--- config.mk ---
export PLATFORM = sky130hd
export DESIGN_NAME = tlv493_poller
export DESIGN_NICKNAME = d
export VERILOG_FILES = /design/src/rtl/tlv493_poller.sv
export SDC_FILE = /design/constraint.sdc
export NUM_CORES = 2
export LEC_CHECK = 0
export ABC_AREA = 1
export BUFFER_PORTS_ARGS = -buffer_cell sky130_fd_sc_hd__buf_2
export CAP_MARGIN = 20
export CORE_UTILIZATION = 55
export CTS_CLUSTER_DIAMETER = 120
export DETAILED_ROUTE_END_ITERATION = 10
export HOLD_SLACK_MARGIN = 0.02
export PLACE_DENSITY = 0.72
export SYNTH_ARGS = -nofsm -noshare
export SYNTH_HDL_FRONTEND = slang
export SYNTH_SLANG_ARGS = --single-unit
--- constraint.sdc ---
create_clock -name clock -period 27.9 [get_ports clock]
set_input_delay 4.185 -clock clock [delete_from_list [all_inputs] [get_ports clock]]
set_output_delay 4.185 -clock clock [all_outputs]
set_load 0.02 [all_outputs]
--- src/rtl/tlv493_poller.sv ---
// tlv493_poller: round-robin TLV493 poller, 7-byte frame decode, error tracking, Avalon-MM register map.
// Optional macro TLV493_TIMESTAMP_EN: per-channel 32-bit cycle timestamp at reg 0x08.
module tlv493_poller #(
  parameter int NUM_CHANNELS = 4,
  parameter int CLOCK_SPEED_HZ = 50_000_000,
  parameter int DEFAULT_PERIOD = CLOCK_SPEED_HZ / 100,
  parameter int MAX_FRAME_ERRORS = 3,
  parameter int TIMEOUT_CYCLES = 100_000,
  localparam int CW = NUM_CHANNELS > 1 ? $clog2(NUM_CHANNELS) : 1
) (
  input  logic                    clock,
  input  logic                    reset,
  input  logic [15:0]             address,
  input  logic                    read,
  output logic [31:0]             readdata,
  input  logic                    write,
  input  logic [31:0]             writedata,
  output logic                    waitrequest,
  output logic                    txn_req,
  output logic [CW-1:0]           txn_ch,
  input  logic                    txn_byte_valid,
  input  logic [7:0]              txn_byte,
  input  logic                    txn_done,
  input  logic                    txn_ack_error,
  output logic [NUM_CHANNELS-1:0] resync_req
);
  typedef enum logic [1:0] {IDLE, ISSUE, WAIT, CHECK} state_t;
  state_t state;
  logic [2:0] idx;
  logic [31:0] tmo, period, cnt, rmux;
  logic nack, enable, overrun, rd_done, tick, shot, clr, start, good, last, cv;
  logic [7:0] sel;
  logic [CW-1:0] ci;
  logic [7:0] b [7];
  logic [11:0] bx [NUM_CHANNELS];
  logic [11:0] by [NUM_CHANNELS];
  logic [11:0] bz [NUM_CHANNELS];
  logic [11:0] tmp [NUM_CHANNELS];
  logic [6:0] stat [NUM_CHANNELS];
  logic [1:0] prev [NUM_CHANNELS];
  logic stale [NUM_CHANNELS];
  logic armed [NUM_CHANNELS];
  logic [15:0] nack_cnt [NUM_CHANNELS];
  logic [15:0] ferr_cnt [NUM_CHANNELS];
  logic [15:0] good_cnt [NUM_CHANNELS];
  logic [15:0] cons [NUM_CHANNELS];
`ifdef TLV493_TIMESTAMP_EN
  logic [31:0] cyc;
  logic [31:0] ts [NUM_CHANNELS];
  always_ff @(posedge clock or posedge reset)
    if (reset) cyc <= '0;
    else cyc <= cyc + 32'd1;
`endif

  function automatic logic [15:0] sat(input logic [15:0] v);
    return v == 16'hFFFF ? v : v + 16'd1;
  endfunction

  assign sel = address[15:8];
  assign ci = address[CW-1:0];
  assign cv = 32'(address[7:0]) < NUM_CHANNELS;
  assign tick = enable && period != '0 && cnt == '0;
  assign shot = write && sel == 8'h80 && writedata[1];
  assign clr = write && sel == 8'h82;
  assign start = tick || shot;
  assign waitrequest = read && !rd_done;
  assign good = !nack && idx == 3'd7;
  assign last = txn_ch == CW'(NUM_CHANNELS - 1);

  always_ff @(posedge clock or posedge reset)
    if (reset) cnt <= '0;
    else if (!enable || period == '0 || cnt == '0) cnt <= period - 32'd1;
    else cnt <= cnt - 32'd1;

  always_comb begin
    rmux = '0;
    case (sel)
      8'h00: rmux = {{20{bx[ci][11]}}, bx[ci]};
      8'h01: rmux = {{20{by[ci][11]}}, by[ci]};
      8'h02: rmux = {{20{bz[ci][11]}}, bz[ci]};
      8'h03: rmux = {20'd0, tmp[ci]};
      8'h04: rmux = {24'd0, stale[ci], stat[ci]};
      8'h05: rmux = {16'd0, nack_cnt[ci]};
      8'h06: rmux = {16'd0, ferr_cnt[ci]};
      8'h07: rmux = {16'd0, good_cnt[ci]};
`ifdef TLV493_TIMESTAMP_EN
      8'h08: rmux = ts[ci];
`endif
      8'h80: rmux = {31'd0, enable};
      8'h81: rmux = period;
      8'h83: rmux = {30'd0, state != IDLE, overrun};
      default: rmux = '0;
    endcase
    if (sel < 8'h80 && !cv) rmux = '0;
  end

  always_ff @(posedge clock or posedge reset)
    if (reset) begin
      rd_done <= 1'b0;
      readdata <= '0;
    end else begin
      rd_done <= read && !rd_done;
      if (read && !rd_done) readdata <= rmux;
    end

  always_ff @(posedge clock or posedge reset)
    if (reset) begin
      state <= IDLE;
      txn_req <= 1'b0;
      txn_ch <= '0;
      resync_req <= '0;
      idx <= '0;
      tmo <= '0;
      nack <= 1'b0;
      enable <= 1'b0;
      period <= 32'(DEFAULT_PERIOD);
      overrun <= 1'b0;
      for (int i = 0; i < 7; i++) b[i] <= '0;
      for (int i = 0; i < NUM_CHANNELS; i++) begin
        bx[i] <= '0;
        by[i] <= '0;
        bz[i] <= '0;
        tmp[i] <= '0;
        stat[i] <= '0;
        prev[i] <= '0;
        stale[i] <= 1'b0;
        armed[i] <= 1'b0;
        nack_cnt[i] <= '0;
        ferr_cnt[i] <= '0;
        good_cnt[i] <= '0;
        cons[i] <= '0;
`ifdef TLV493_TIMESTAMP_EN
        ts[i] <= '0;
`endif
      end
    end else begin
      resync_req <= '0;
      if (write && sel == 8'h80) enable <= writedata[0];
      if (write && sel == 8'h81) period <= writedata;
      if (start && state != IDLE) overrun <= 1'b1;
      case (state)
        IDLE: if (start) begin
          txn_ch <= '0;
          state <= ISSUE;
        end
        ISSUE: begin
          txn_req <= 1'b1;
          idx <= '0;
          nack <= 1'b0;
          tmo <= 32'(TIMEOUT_CYCLES - 1);
          state <= WAIT;
        end
        WAIT: begin
          if (txn_byte_valid && idx != 3'd7) begin
            b[idx] <= txn_byte;
            idx <= idx + 3'd1;
          end
          if (txn_done || tmo == '0) begin
            txn_req <= 1'b0;
            nack <= txn_done ? txn_ack_error : 1'b1;
            state <= CHECK;
          end else tmo <= tmo - 32'd1;
        end
        CHECK: begin
          if (!good) nack_cnt[txn_ch] <= sat(nack_cnt[txn_ch]);
          else begin
            bx[txn_ch] <= {b[0], b[4][7:4]};
            by[txn_ch] <= {b[1], b[4][3:0]};
            bz[txn_ch] <= {b[2], b[5][3:0]};
            tmp[txn_ch] <= {b[3][7:4], b[6]};
            stat[txn_ch] <= {b[5][6:4], b[3][3:0]};
            prev[txn_ch] <= b[3][3:2];
            good_cnt[txn_ch] <= sat(good_cnt[txn_ch]);
`ifdef TLV493_TIMESTAMP_EN
            ts[txn_ch] <= cyc;
`endif
            // first frame after reset/clear/resync only establishes the counter baseline
            if (!armed[txn_ch]) armed[txn_ch] <= 1'b1;
            else if (b[3][3:2] == prev[txn_ch] + 2'd1) cons[txn_ch] <= '0;
            else begin
              ferr_cnt[txn_ch] <= sat(ferr_cnt[txn_ch]);
              if (cons[txn_ch] + 16'd1 >= 16'(MAX_FRAME_ERRORS)) begin
                stale[txn_ch] <= 1'b1;
                resync_req[txn_ch] <= 1'b1;
                cons[txn_ch] <= '0;
                armed[txn_ch] <= 1'b0;
              end else cons[txn_ch] <= cons[txn_ch] + 16'd1;
            end
          end
          txn_ch <= last ? '0 : txn_ch + CW'(1);
          state <= last ? IDLE : ISSUE;
        end
        default: state <= IDLE;
      endcase
      // placed after the CHECK updates so a concurrent clear takes precedence
      if (clr) begin
        overrun <= 1'b0;
        for (int i = 0; i < NUM_CHANNELS; i++) begin
          nack_cnt[i] <= '0;
          ferr_cnt[i] <= '0;
          good_cnt[i] <= '0;
          cons[i] <= '0;
          stale[i] <= 1'b0;
          armed[i] <= 1'b0;
        end
      end
    end
endmodule
* After elaboration in Yosys (flattened, before gate mapping)
Cells that the tools add are included. W data, S select, Z words.
Storage, ports and cells: word-level logic and storage cells 303, output and inout port bits 40, bits of input ports 63, bits in registers 692
Operators by class: mux-type cells 128, reduce and logical (&&, ||, !) cells 49, equal/unequal tests 29, add/subtract/negate cells 10, bitwise logic cells 9, $lt $le $gt $ge 10
Operators with widths (count):
- $mux W64 | 17
- $pmux W32 S11 | 1
- $mux W16 | 18
- $bwmux W64 | 4
- $bmux W16 S2 | 7
- $bwmux W48 | 4
- $mux W12 | 9
- $bmux W12 S2 | 4
- $logic_not A32 Y1 | 3
- $mux W32 | 3
- $sub A32 B1 Y32 const B | 3
- $mux W4 | 17
- $add A16 B1 Y16 const B | 4
- $and A64 B64 Y64 | 1
- $not A64 Y64 | 1
- $pmux W32 S2 | 1
- $bwmux W56 | 1
- $eq A16 B16 Y1 const B | 3
- $demux W16 S2 | 1
- $eq A8 B3 Y1 const B | 4
- $eq A8 B8 Y1 const B | 4
- $reduce_bool A32 Y1 | 1
- $bwmux W28 | 1
- $demux W12 S2 | 1
- other kinds (52) | 122

* Longest topological paths before layout
depth after elaboration 13, mapped depth 23, mapped depth without buffers 22

* Worst setup path before layout
OpenSTA, ideal clock, no wires.
kind input to output, start input read, end output waitrequest, path buffers 0, required time 23.715 ns, arrival 4.584 ns, stages 2, path slack 19.131 ns, path through inv_1 > nor2_1
Between the ends: longest elaborated chain between the ends 1
RTL lines:
- from (decl) | line 14 | input logic read,
- $logic_and A1 B1 Y1 | line 66 | assign waitrequest = read && !rd_done;
- to (decl) | line 18 | output logic waitrequest,
Every way passes these cells.

* Worst setup path after layout
Same ends and word-level chain as after synthesis.

==> flow_metrics.py <==
metrics = {
    "synthesis": {
        "synth_top_cell_by_area": "dfrtp_1",
        "syn_inst": 4603,
        "synth_edf_count": 0,
        "ys_async_sr_fraction_pct": 100,
        "synth_flop_cell": "dfrtp_1",
        "yosys-top-cells-count": "nand2_1, dfrtp_1, o21ai_0",
        "syn_area_per_cell_um2": 7.74,
        "yosysSeqAreaShare_pct": 48.0,
        "yosys.cell_count.top_type": "nand2_1",
        "yosys-top-cells-area": "dfrtp_1, nand2_1, o21ai_0",
        "syn-num-nets": 4683,
        "yosysUniqueCellTypes": 66,
        "synth_area_um2": 35600,
        "synth_top_area_share_pct": 47.5,
        "ys_seq_elements": 683,
        "yosysWarningCount": 0,
    },
    "timing": {
        "setup_tns_ns": 0,
        "relSlewSlack_pct": 23.4,
        "fmax_mhz": 106,
        "tightest_slew_ns": 1.14,
        "fin_crit_ns": 9.47,
        "worst_slack_ns": 18.43,
        "finalHoldViolCount": 0,
        "slew_viol_final": 0,
        "post-route-period-util_pct": 34.0,
        "setup_viol": 0,
        "rsz0062_at_grt": "no",
        "finClkSkew_ns": 0.0364,
    },
    "worst_hold_path": {
        "min-delay-start": "bx[44]",
        "hold-path-endpoint": "bx[44]",
        "whs_path_depth": 2,
        "hold_class": "reg -> reg",
    },
    "critical_path": {
        "worstPathRequired_ns": 23.72,
        "worstReg2RegEnd": "ferr_cnt[4]",
        "critPathLaunchType": "input pin",
        "rr_startpoint": "txn_ch[0]",
        "endpoint_kind": "output port",
        "ff2ff_setup_slack_ns": 23.23,
        "crit_type": "in -> out",
        "crit_slowest_cell": "inv_1",
        "max_stage_delay_ns": 0.63,
        "critPathMaxFanout": 33,
        "timing.critical_path.mode_cell": "buf_2",
        "crit_family": "buffers and inverters",
        "startpoint": "read",
        "crit_buf_inv": 3,
        "cp_cell_sequence": "buf_2 > inv_1 > nor2_1 > buf_2",
        "reg2reg_depth": 13,
        "cp.arrival_ns": 5.29,
    },
    "job": {
        "maxCapViolations": 0,
    },
    "die": {
        "ioPinCount": 103,
        "die_y_um": 257,
        "core-area_um2": 63500,
        "rows": 92,
        "start_util_pct": 56.1,
        "die_w_um": 257,
        "dieArea_um2": 65800,
    },
    "global_routing": {
        "antenna_found_initial": 1,
        "grt_pass1_wl_um": 165000,
        "grt-ovfl-total": 0,
        "first_global_vias": 29700,
        "track_usage_pct": 31.4,
        "grt_max_degree": 188,
    },
    "route": {
        "viasPerCell": 5.78,
        "ant_nets": 0,
        "drc": 0,
        "wirelength_um": 104000,
        "initialDrtViolationCount": 3559,
        "firstDrtPassIters": 6,
        "wire_per_inst_um": 18.8,
        "vias": 31800,
    },
    "clocking": {
        "cts_tree": "yes",
        "cts.path.max_buffers": 3,
        "cts.sinks": 683,
        "cts_root_buffer": "clkbuf_16",
        "postCtsHoldBufs": 0,
        "clkSlewWorstSetupHoldPaths_ns": 0.06,
        "cts_resized": 0,
        "post-cts-setup-buffers": 0,
        "worstSkewPairLatency_ns": 0.66,
        "cts_buffers": 77,
        "htreeDepth": 3,
    },
    "finish": {
        "fin_nets": 4674,
        "finalNonFillerCells": 5500,
        "design_area_um2": 39100,
        "area_growth_pct": 9.84,
        "drive_above_1_share_pct": 8.70,
    },
    "run_status": {
        "status": "finished, final reports clean",
    },
    "pwr": {
        "p_leak_nw": 18.9,
        "ir_drop_uv": 50.8,
        "p_per_area_nw_per_um2": 82.7,
    },
    "place": {
        "dp_slack_ns": 18.44,
        "place_area_um2": 36500,
        "numPortBuffers": 102,
        "dp_hpwl_um": 65500,
        "gp_congestion": 0.961,
        "dp.cells": 5359,
    },
}
-- placed cells by master, fill, tap and decap left out, types with 9 or more instances in the layout --
master,instances
o211ai_1,34
xnor2_1,14
nand3_1,162
nand4_1,36
a22oi_1,10
a221oi_1,14
a21oi_1,244
dfrtp_1,674
nand2_2,19
buf_2,100
clkbuf_1,20
nand2_1,1103
a22o_1,13
clkbuf_16,77
o22ai_1,134
nor2_2,16
nor3_1,21
o21ai_0,654
xor2_1,29
inv_2,12
a32oi_1,15
buf_4,38
clkbuf_8,19
inv_1,532
nor2_1,376
clkinv_2,12
o21ai_1,74
nor4_1,9
nor3_2,9
ha_1,17
mux2_2,30
-- flip-flops by register name, summed over array words and instances, names as in the netlist, 4 cells and up --
signal / cells
bx: 48
stale: 4
bz: 48
resync_req: 4
armed: 4
cnt: 32
tmp: 48
ferr_cnt: 64
stat: 26
cons: 64
period: 32
readdata: 32
tmo: 32
b: 55
good_cnt: 64
by: 48
nack_cnt: 64
-- worst min-delay path: cells and delay by family (launching register included) --
family             cells  cell delay [ns]
DFF                    1             0.34
and+or+nand+nor        1             0.05
AOI/OAI and AO/OA      1             0.05
-- layer usage --
layer  global-route usage, %  share of wire, %
met4                    11.5               3.4
met1                    44.7                44
met2                    48.0                45
met5                       0                 0
met3                    5.70               8.1
-- stage by stage --
step | utilization, % | hold WS [ns] | total power, mW
6_report | 61.6 | 0.478 | 3.24
2_1_floorplan | - | 0.448 | 1.97
4_1_cts | 61.5 | 0.482 | 3.23
5_1_grt | 61.6 | 0.486 | 3.42
3_3_place_gp | 57.4 | 0.459 | 2.17
3_5_place_dp | 57.4 | 0.467 | 2.18
-- logic make-up (layout without fill, tap and decap cells) --
| logic type | Yosys count | count (layout) | share of synthesized area, % |
|---|---|---|---|
| flip-flops | 683 | 683 | 48.0 |
| AND/OR/NAND/NOR | 1788 | 1788 | 20.6 |
| multiplexers | 30 | 30 | 0.948 |
| XOR/XNOR | 48 | 48 | 1.29 |
| other | 0 | 1 | 0 |
| AO/OA/AOI/OAI | 1251 | 1251 | 19.5 |
| buffers and inverters | 786 | 836 | 9.05 |
| adder cells (fa/ha/maj) | 17 | 17 | 0.597 |
-- cell type report --
cell class	count	area (µm²)
flip-flops and latches	683	17100
repair buffers	143	885
diodes	1	2.50
well taps	846	1060
fillers	5751	24400
inverters	555	2100
clock buffers	116	2260
clock inverters	22	380
multi-input cells	3134	15300
-- power breakdown --
| group | internal (mW) | switching, mW | total [mW] |
|---|---|---|---|
| logic | 0.293 | 0.711 | 1.00 |
| registers | 1.11 | 0.0800 | 1.19 |
| clock network | 0.607 | 0.437 | 1.04 |
| total | 2.01 | 1.23 | 3.24 |
-- how the worst max path moves through the flow --
stage | end | slack, ns | depth (start not counted)
2_1_floorplan | armed[0] | 4.58 | 1
3_3_place_gp | waitrequest | 18.47 | 4
3_5_place_dp | waitrequest | 18.44 | 4
4_1_cts | waitrequest | 18.44 | 4
5_1_grt | waitrequest | 18.35 | 4
6_report | waitrequest | 18.43 | 4
Power figures use the tool's default switching activity.
